$ cat config.mk
export PLATFORM = sky130hd
export DESIGN_NAME = trg_timer_mc_flat
export DESIGN_NICKNAME = d
export VERILOG_FILES = /design/src/rtl/trg_timer_pkg.sv /design/src/rtl/trg_timer_mc_if.sv /design/src/rtl/trg_timer_ch.sv /design/src/rtl/trg_timer_mc.sv /design/src/flat_wrapper.sv
export SDC_FILE = /design/constraint.sdc
export NUM_CORES = 1
export LEC_CHECK = 0
export CAP_MARGIN = 15
export CORE_MARGIN = 5
export CORE_UTILIZATION = 56
export DETAILED_ROUTE_END_ITERATION = 12
export GPL_ROUTABILITY_DRIVEN = 0
export PLACE_DENSITY = 0.81
export SYNTH_ARGS = -nofsm -noshare
export SYNTH_HDL_FRONTEND = slang
export SYNTH_SLANG_ARGS = --single-unit
$ cat constraint.sdc
create_clock -name CLK -period 4.5 [get_ports CLK]
set_input_delay 0.9 -clock CLK [delete_from_list [all_inputs] [get_ports CLK]]
set_output_delay 0.9 -clock CLK [all_outputs]
set_load 0.05 [all_outputs]
$ cat src/rtl/trg_timer_pkg.sv
// Shared definitions for the trigger-latency timer: FSM state encoding
// and the saturation limit of a channel counter.
package trg_timer_pkg;

  localparam logic ST_IDLE = 1'b0;
  localparam logic ST_RUN  = 1'b1;

  typedef enum logic {
    S_IDLE = ST_IDLE,
    S_RUN  = ST_RUN
  } ch_state_e;

  // All-ones value of a w-bit counter, valid for 1 <= w <= 32.
  function automatic logic [31:0] CNT_MAX(input int w);
    return 32'((33'd1 << w) - 33'd1);
  endfunction

endpackage

$ cat src/rtl/trg_timer_mc_if.sv
// Strobe and result bus of the multi-channel trigger-latency timer.
interface trg_timer_mc_if #(
  parameter int Width = 8,
  parameter int NCH   = 4
);

  logic                   HOLDOFF;
  logic                   CLR;
  logic [NCH-1:0]         START;
  logic [NCH-1:0]         STOP;
  logic [NCH*Width-1:0]   TIME;
  logic [NCH*Width-1:0]   TMAX;
  logic [NCH-1:0]         VALID;
  logic [NCH-1:0]         OVF;

  modport master (
    output HOLDOFF, CLR, START, STOP,
    input  TIME, TMAX, VALID, OVF
  );

  modport slave (
    input  HOLDOFF, CLR, START, STOP,
    output TIME, TMAX, VALID, OVF
  );

endinterface

$ cat src/rtl/trg_timer_ch.sv
// One timer channel: IDLE/RUN FSM, saturating cycle counter and the
// TIME/TMAX/VALID/OVF result registers, optionally with triplicated state.
module trg_timer_ch
  import trg_timer_pkg::*;
#(
  parameter int Width  = 8,
  parameter bit RETRIG = 1'b0,
  parameter bit TMR    = 1'b0
) (
  input  logic             clk,
  input  logic             rst,
  input  logic             holdoff,
  input  logic             clr,
  input  logic             start,
  input  logic             stop,
  output logic [Width-1:0] time_o,
  output logic [Width-1:0] tmax_o,
  output logic             valid_o,
  output logic             ovf_o
);

  localparam logic [Width-1:0] CMAX = Width'(CNT_MAX(Width));
  localparam logic [Width-1:0] ZERO = {Width{1'b0}};
  localparam logic [Width-1:0] ONE  = {{(Width-1){1'b0}}, 1'b1};

  function automatic logic [Width-1:0] vote(input logic [Width-1:0] a,
                                            input logic [Width-1:0] b,
                                            input logic [Width-1:0] c);
    return (a & b) | (a & c) | (b & c);
  endfunction

  ch_state_e        state_v, state_d;
  logic [Width-1:0] cnt_v, cnt_d, cnt_inc;
  logic [Width-1:0] time_q, time_d, tmax_q, tmax_d;
  logic             valid_q, valid_d, ovf_q, ovf_d;

  if (TMR) begin : g_tmr
    ch_state_e        state_q [3];
    logic [Width-1:0] cnt_q   [3];

    // Three identical copies; a single upset is outvoted on the next read.
    always_ff @(posedge clk or posedge rst) begin
      if (rst) begin
        for (int i = 0; i < 3; i++) begin
          state_q[i] <= S_IDLE;
          cnt_q[i]   <= ZERO;
        end
      end else begin
        for (int i = 0; i < 3; i++) begin
          state_q[i] <= state_d;
          cnt_q[i]   <= cnt_d;
        end
      end
    end

    assign state_v = ch_state_e'((state_q[0] & state_q[1]) |
                                 (state_q[0] & state_q[2]) |
                                 (state_q[1] & state_q[2]));
    assign cnt_v   = vote(cnt_q[0], cnt_q[1], cnt_q[2]);
  end else begin : g_single
    ch_state_e        state_q;
    logic [Width-1:0] cnt_q;

    always_ff @(posedge clk or posedge rst) begin
      if (rst) begin
        state_q <= S_IDLE;
        cnt_q   <= ZERO;
      end else begin
        state_q <= state_d;
        cnt_q   <= cnt_d;
      end
    end

    assign state_v = state_q;
    assign cnt_v   = cnt_q;
  end

  assign cnt_inc = (cnt_v == CMAX) ? CMAX : cnt_v + ONE;

  always_comb begin
    state_d = state_v;
    cnt_d   = cnt_v;
    time_d  = time_q;
    tmax_d  = tmax_q;
    ovf_d   = ovf_q;
    valid_d = 1'b0;
    if (holdoff) begin
      state_d = S_IDLE;
      cnt_d   = ZERO;
    end else if (clr) begin
      // Results are wiped but a running measurement keeps counting.
      time_d = ZERO;
      tmax_d = ZERO;
      ovf_d  = 1'b0;
      if (state_v == S_RUN) begin
        cnt_d = cnt_inc;
      end else begin
        cnt_d = cnt_v;
      end
    end else begin
      case (state_v)
        S_IDLE: begin
          if (start && stop) begin
            time_d  = ZERO;
            valid_d = 1'b1;
          end else if (start) begin
            cnt_d   = ONE;
            state_d = S_RUN;
          end else begin
            cnt_d = cnt_v;
          end
        end
        S_RUN: begin
          if (stop) begin
            time_d  = cnt_v;
            valid_d = 1'b1;
            state_d = S_IDLE;
            if (cnt_v > tmax_q) begin
              tmax_d = cnt_v;
            end else begin
              tmax_d = tmax_q;
            end
          end else if (start && RETRIG) begin
            cnt_d = ONE;
          end else begin
            cnt_d = cnt_inc;
            if (cnt_inc == CMAX) begin
              ovf_d = 1'b1;
            end else begin
              ovf_d = ovf_q;
            end
          end
        end
        default: begin
          state_d = S_IDLE;
          cnt_d   = ZERO;
        end
      endcase
    end
  end

  always_ff @(posedge clk or posedge rst) begin
    if (rst) begin
      time_q  <= ZERO;
      tmax_q  <= ZERO;
      valid_q <= 1'b0;
      ovf_q   <= 1'b0;
    end else begin
      time_q  <= time_d;
      tmax_q  <= tmax_d;
      valid_q <= valid_d;
      ovf_q   <= ovf_d;
    end
  end

  assign time_o  = time_q;
  assign tmax_o  = tmax_q;
  assign valid_o = valid_q;
  assign ovf_o   = ovf_q;

endmodule

$ cat src/rtl/trg_timer_mc.sv
// Multi-channel trigger-latency timer: NCH independent channels packed
// onto the result buses, channel k at bits [k*Width +: Width].
module trg_timer_mc #(
  parameter int Width  = 8,
  parameter int NCH    = 4,
  parameter bit RETRIG = 1'b0,
  parameter bit TMR    = 1'b0
) (
  input logic           CLK,
  input logic           RST,
  trg_timer_mc_if.slave bus
);

  for (genvar k = 0; k < NCH; k++) begin : g_ch
    trg_timer_ch #(
      .Width  (Width),
      .RETRIG (RETRIG),
      .TMR    (TMR)
    ) u_ch (
      .clk     (CLK),
      .rst     (RST),
      .holdoff (bus.HOLDOFF),
      .clr     (bus.CLR),
      .start   (bus.START[k]),
      .stop    (bus.STOP[k]),
      .time_o  (bus.TIME[k*Width +: Width]),
      .tmax_o  (bus.TMAX[k*Width +: Width]),
      .valid_o (bus.VALID[k]),
      .ovf_o   (bus.OVF[k])
    );
  end

endmodule

$ cat src/flat_wrapper.sv
// flat-port wrapper written by rule: the top's interface ports become plain ports
module trg_timer_mc_flat 
#(
  parameter int Width  = 8,
  parameter int NCH    = 4,
  parameter bit RETRIG = 1'b0,
  parameter bit TMR    = 1'b0
)
  (CLK, RST, bus_HOLDOFF, bus_CLR, bus_START, bus_STOP, bus_TIME, bus_TMAX, bus_VALID, bus_OVF);
  trg_timer_mc_if #(.Width(Width), .NCH(NCH)) bus_i ();
  input logic CLK;
  input logic RST;
  input wire logic [$bits(bus_i.HOLDOFF)-1:0] bus_HOLDOFF;
  input wire logic [$bits(bus_i.CLR)-1:0] bus_CLR;
  input wire logic [$bits(bus_i.START)-1:0] bus_START;
  input wire logic [$bits(bus_i.STOP)-1:0] bus_STOP;
  output wire logic [$bits(bus_i.TIME)-1:0] bus_TIME;
  output wire logic [$bits(bus_i.TMAX)-1:0] bus_TMAX;
  output wire logic [$bits(bus_i.VALID)-1:0] bus_VALID;
  output wire logic [$bits(bus_i.OVF)-1:0] bus_OVF;
  assign bus_i.HOLDOFF = bus_HOLDOFF;
  assign bus_i.CLR = bus_CLR;
  assign bus_i.START = bus_START;
  assign bus_i.STOP = bus_STOP;
  assign bus_TIME = bus_i.TIME;
  assign bus_TMAX = bus_i.TMAX;
  assign bus_VALID = bus_i.VALID;
  assign bus_OVF = bus_i.OVF;
  trg_timer_mc #(.Width(Width), .NCH(NCH), .RETRIG(RETRIG), .TMR(TMR)) u_core (.CLK(CLK), .RST(RST), .bus(bus_i));
endmodule
==> impl_metrics.json <==
{
  "peakVddDrop_mv": 0.2226,
  "r2r-end": "u_core.g_ch[2].u_ch.tmax_o[5]",
  "rsz0062_at_grt": "false",
  "initial_utilization_pct": 56.63,
  "critPathMaxStageDelay_ps": 740,
  "setup_viol": 0,
  "synth_edf_count": 0,
  "vias": 5731,
  "hpwl_mm": 11.10,
  "synth_cells": 750,
  "worstSetupEndpointType": "flip-flop",
  "clockBufferDepth": 2,
  "finalMaxSlewViolations": 0,
  "cts.sinks": 108,
  "worstPathArrival_ps": 3120,
  "synth_nets": 798,
  "grt_max_degree": 89,
  "cts_tree": "built",
  "min_to": "u_core.g_ch[2].u_ch.time_o[2]",
  "synthDistinctLibCells": 58,
  "met1_length_mm": 6.815,
  "yosys_warnings": 0,
  "firstDrtPassIters": 5,
  "total_leakage_power_nw": 3.247,
  "fin_crit_sh_pct": 63.40,
  "max_clock_freq_ghz": 0.3505,
  "antennaDiodeCount": 0,
  "whs_path_depth": 2,
  "wl_met3_um": 851,
  "hold_viol_final": 0,
  "required_ps": 4770,
  "tns_ps": 0,
  "synth_flop_cell": "dfrtp_1",
  "drive_above_1_share_pct": 3.774,
  "core_sq_um": 11270,
  "layout.nets": 838,
  "criticalPathCategory": "primary input to flip-flop",
  "detail_route.wl_per_cell_um": 16.86,
  "drc": 0,
  "cts_buffers": 9,
  "crit_path_max_fanout": 31,
  "tightest_slew_ps": 918.6,
  "viasPerCell": 6.110,
  "wl_met2_mm": 7.748,
  "synth_area_per_cell_sq_um": 8.511,
  "clkTransAtPathRegs_ps": 70,
  "whs_ps": 481.8,
  "cap_violations": 0,
  "cpMaxStageDelayCell": "clkdlybuf4s50_1",
  "io_buffers": 83,
  "drtIter0Drc": 467,
  "synthArstFlopShare_pct": 100.0,
  "fin_area_sq_um": 7493,
  "htreeDepth": 3,
  "design.die.area_sq_um": 13630,
  "critical_path_buf_inv_count": 2,
  "antenna_found_initial": 0,
  "die_y_um": 116.8,
  "synth_seq_cells": 108,
  "grt_pass1_wl_mm": 26.50,
  "cp-start-kind": "primary input",
  "crit_chain": "clkdlybuf4s50_1 > buf_4 > nor2b_1 > a21oi_1 > or2_1 > o21ai_0 > a22oi_1",
  "die_x_um": 116.8,
  "insertion_delay_ps": 350,
  "track_usage_pct": 23.95,
  "placed_cell_area_sq_um": 7162,
  "ioPinCount": 84,
  "clock_skew_ps": 4.050,
  "hp-start": "u_core.g_ch[2].u_ch.time_o[2]",
  "netlist_area_sq_um": 6384,
  "slew_headroom_pct": 38.63,
  "grt_overflow": 0,
  "cp_top_family": "buffers and inverters",
  "r2r-start": "u_core.g_ch[2].u_ch.cnt_v[0]",
  "drt_wl_total_mm": 15.81,
  "cts-resized-gates": 0,
  "fin_cells": 938,
  "pwr_density_cell_nw_per_um2": 308.6,
  "core.rowCount": 39,
  "highest_layer": "met4",
  "reg2reg_slack_ps": 2050,
  "cts_root_buf": "clkbuf_16",
  "area_growth_pct": 17.39,
  "cts_hold_buf": 0,
  "status": "finished clean",
  "placed_cells": 921,
  "ant_nets": 0,
  "cts_setup_buffers": 0,
  "r2r_cells": 7,
  "grt_pass1_vias": 5496,
  "ys_seq_area_share_pct": 42.34,
  "hold_class": "flip-flop to flip-flop",
  "fin_crit_ps": 2853
}
==> tightest hold or removal path, stage by stage, from the launching register on <==
cell,delay (ps)
dfrtp_1,340
nand2_1,50
o21ai_0,60
==> per-stage QoR <==
step           power (W)  setup WS, ps  utilization, %
2_1_floorplan   0.001371         754.4               -
3_3_place_gp    0.001494          1409           63.54
3_5_place_dp    0.001507          1335           63.54
4_1_cts         0.002319          1703           66.23
5_1_grt         0.002401          1337           66.48
6_report        0.002313          1647           66.48
==> layout make-up <==
| class | instances | area (sq um) |
|---|---|---|
| clock buffers | 12 | 256.5 |
| clock inverters | 4 | 47.55 |
| fillers | 916 | 3779 |
| inverters | 50 | 190.2 |
| multi-input cells | 531 | 3214 |
| flip-flops and latches | 108 | 2703 |
| well taps | 143 | 178.9 |
| repair buffers | 90 | 903.4 |
==> worst max path at each step <==
stage            start                            to  depth (start not counted)
5_1_grt        bus_CLR  u_core.g_ch[2].u_ch.cnt_v[3]                          7
4_1_cts        bus_CLR  u_core.g_ch[2].u_ch.cnt_v[3]                          7
3_5_place_dp   bus_CLR  u_core.g_ch[2].u_ch.cnt_v[4]                          7
6_report       bus_CLR  u_core.g_ch[2].u_ch.cnt_v[3]                          7
2_1_floorplan      RST  u_core.g_ch[0].u_ch.cnt_v[0]                          1
3_3_place_gp   bus_CLR  u_core.g_ch[2].u_ch.cnt_v[4]                          7
==> state kept, by name (all words and copies together), names as in the netlist <==
name and count:
u_core.g_ch.u_ch.ovf_o 4, u_core.g_ch.u_ch.cnt_v 32, u_core.g_ch.u_ch.valid_o 4, u_core.g_ch.u_ch.time_o 32, u_core.g_ch.u_ch.g_single.state_q 4, u_core.g_ch.u_ch.tmax_o 32
==> where the power goes <==
| group | total, W | switching [W] | internal, W |
|---|---|---|---|
| registers | 0.00106 | 0.0000475 | 0.00101 |
| logic | 0.000440 | 0.000296 | 0.000144 |
| clock network | 0.000816 | 0.000355 | 0.000461 |
==> cells in the final DEF (no fill, tap or decap), types with 5 or more instances in the layout <==
| cell | Yosys | routed |
|---|---|---|
| o211ai_1 | 12 | 12 |
| o21ai_0 | 60 | 60 |
| o21a_1 | 5 | 5 |
| o21bai_1 | 5 | 5 |
| nor2b_1 | 15 | 15 |
| ha_1 | 36 | 36 |
| buf_4 | 10 | 6 |
| o31ai_1 | 5 | 5 |
| o22ai_1 | 5 | 5 |
| nand3_1 | 19 | 19 |
| o2111ai_1 | 10 | 10 |
| and3_1 | 6 | 6 |
| clkdlybuf4s50_1 | 0 | 83 |
| dfrtp_1 | 108 | 108 |
| mux2i_1 | 21 | 21 |
| nor2_1 | 31 | 31 |
| inv_1 | 48 | 47 |
| a31oi_1 | 6 | 6 |
| nand4_1 | 22 | 22 |
| nand2_1 | 152 | 152 |
| a21oi_1 | 39 | 39 |
| nand2b_1 | 8 | 8 |
| clkbuf_16 | 0 | 9 |
| o311ai_1 | 11 | 11 |
==> cell usage after synthesis (15+ instances only) <==
cell type	count	area [sq um]
ha_1	36	450.4
mux2i_1	21	210.2
nand2_1	152	570.6
dfrtp_1	108	2703
nand4_1	22	137.6
clkbuf_1	33	123.9
nor2_1	31	116.4
a21oi_1	39	195.2
nor2b_1	15	93.84
o21ai_0	60	300.3
nand3_1	19	95.09
inv_1	48	180.2
==> per-layer routing <==
metal | vias up | track usage [%]
li1 | 2709 | -
met1 | 2765 | 32.26
met2 | 222 | 39.59
met3 | 35 | 2.902
met4 | 0 | 9.327
met5 | - | 0
==> logic make-up (layout without fill, tap and decap cells) <==
kind of cell,after synthesis,after routing,share of synthesized area (%)
buffers and inverters,111,156,7.311
adders and majority gates,36,36,7.056
xor gates and xnor gates,5,5,0.6861
and+or+nand+nor,281,281,20.44
AOI/OAI and AO/OA,187,187,18.70
DFF,108,108,42.34
muxes,22,22,3.469
No activity file was read; power rests on OpenSTA's default activity.
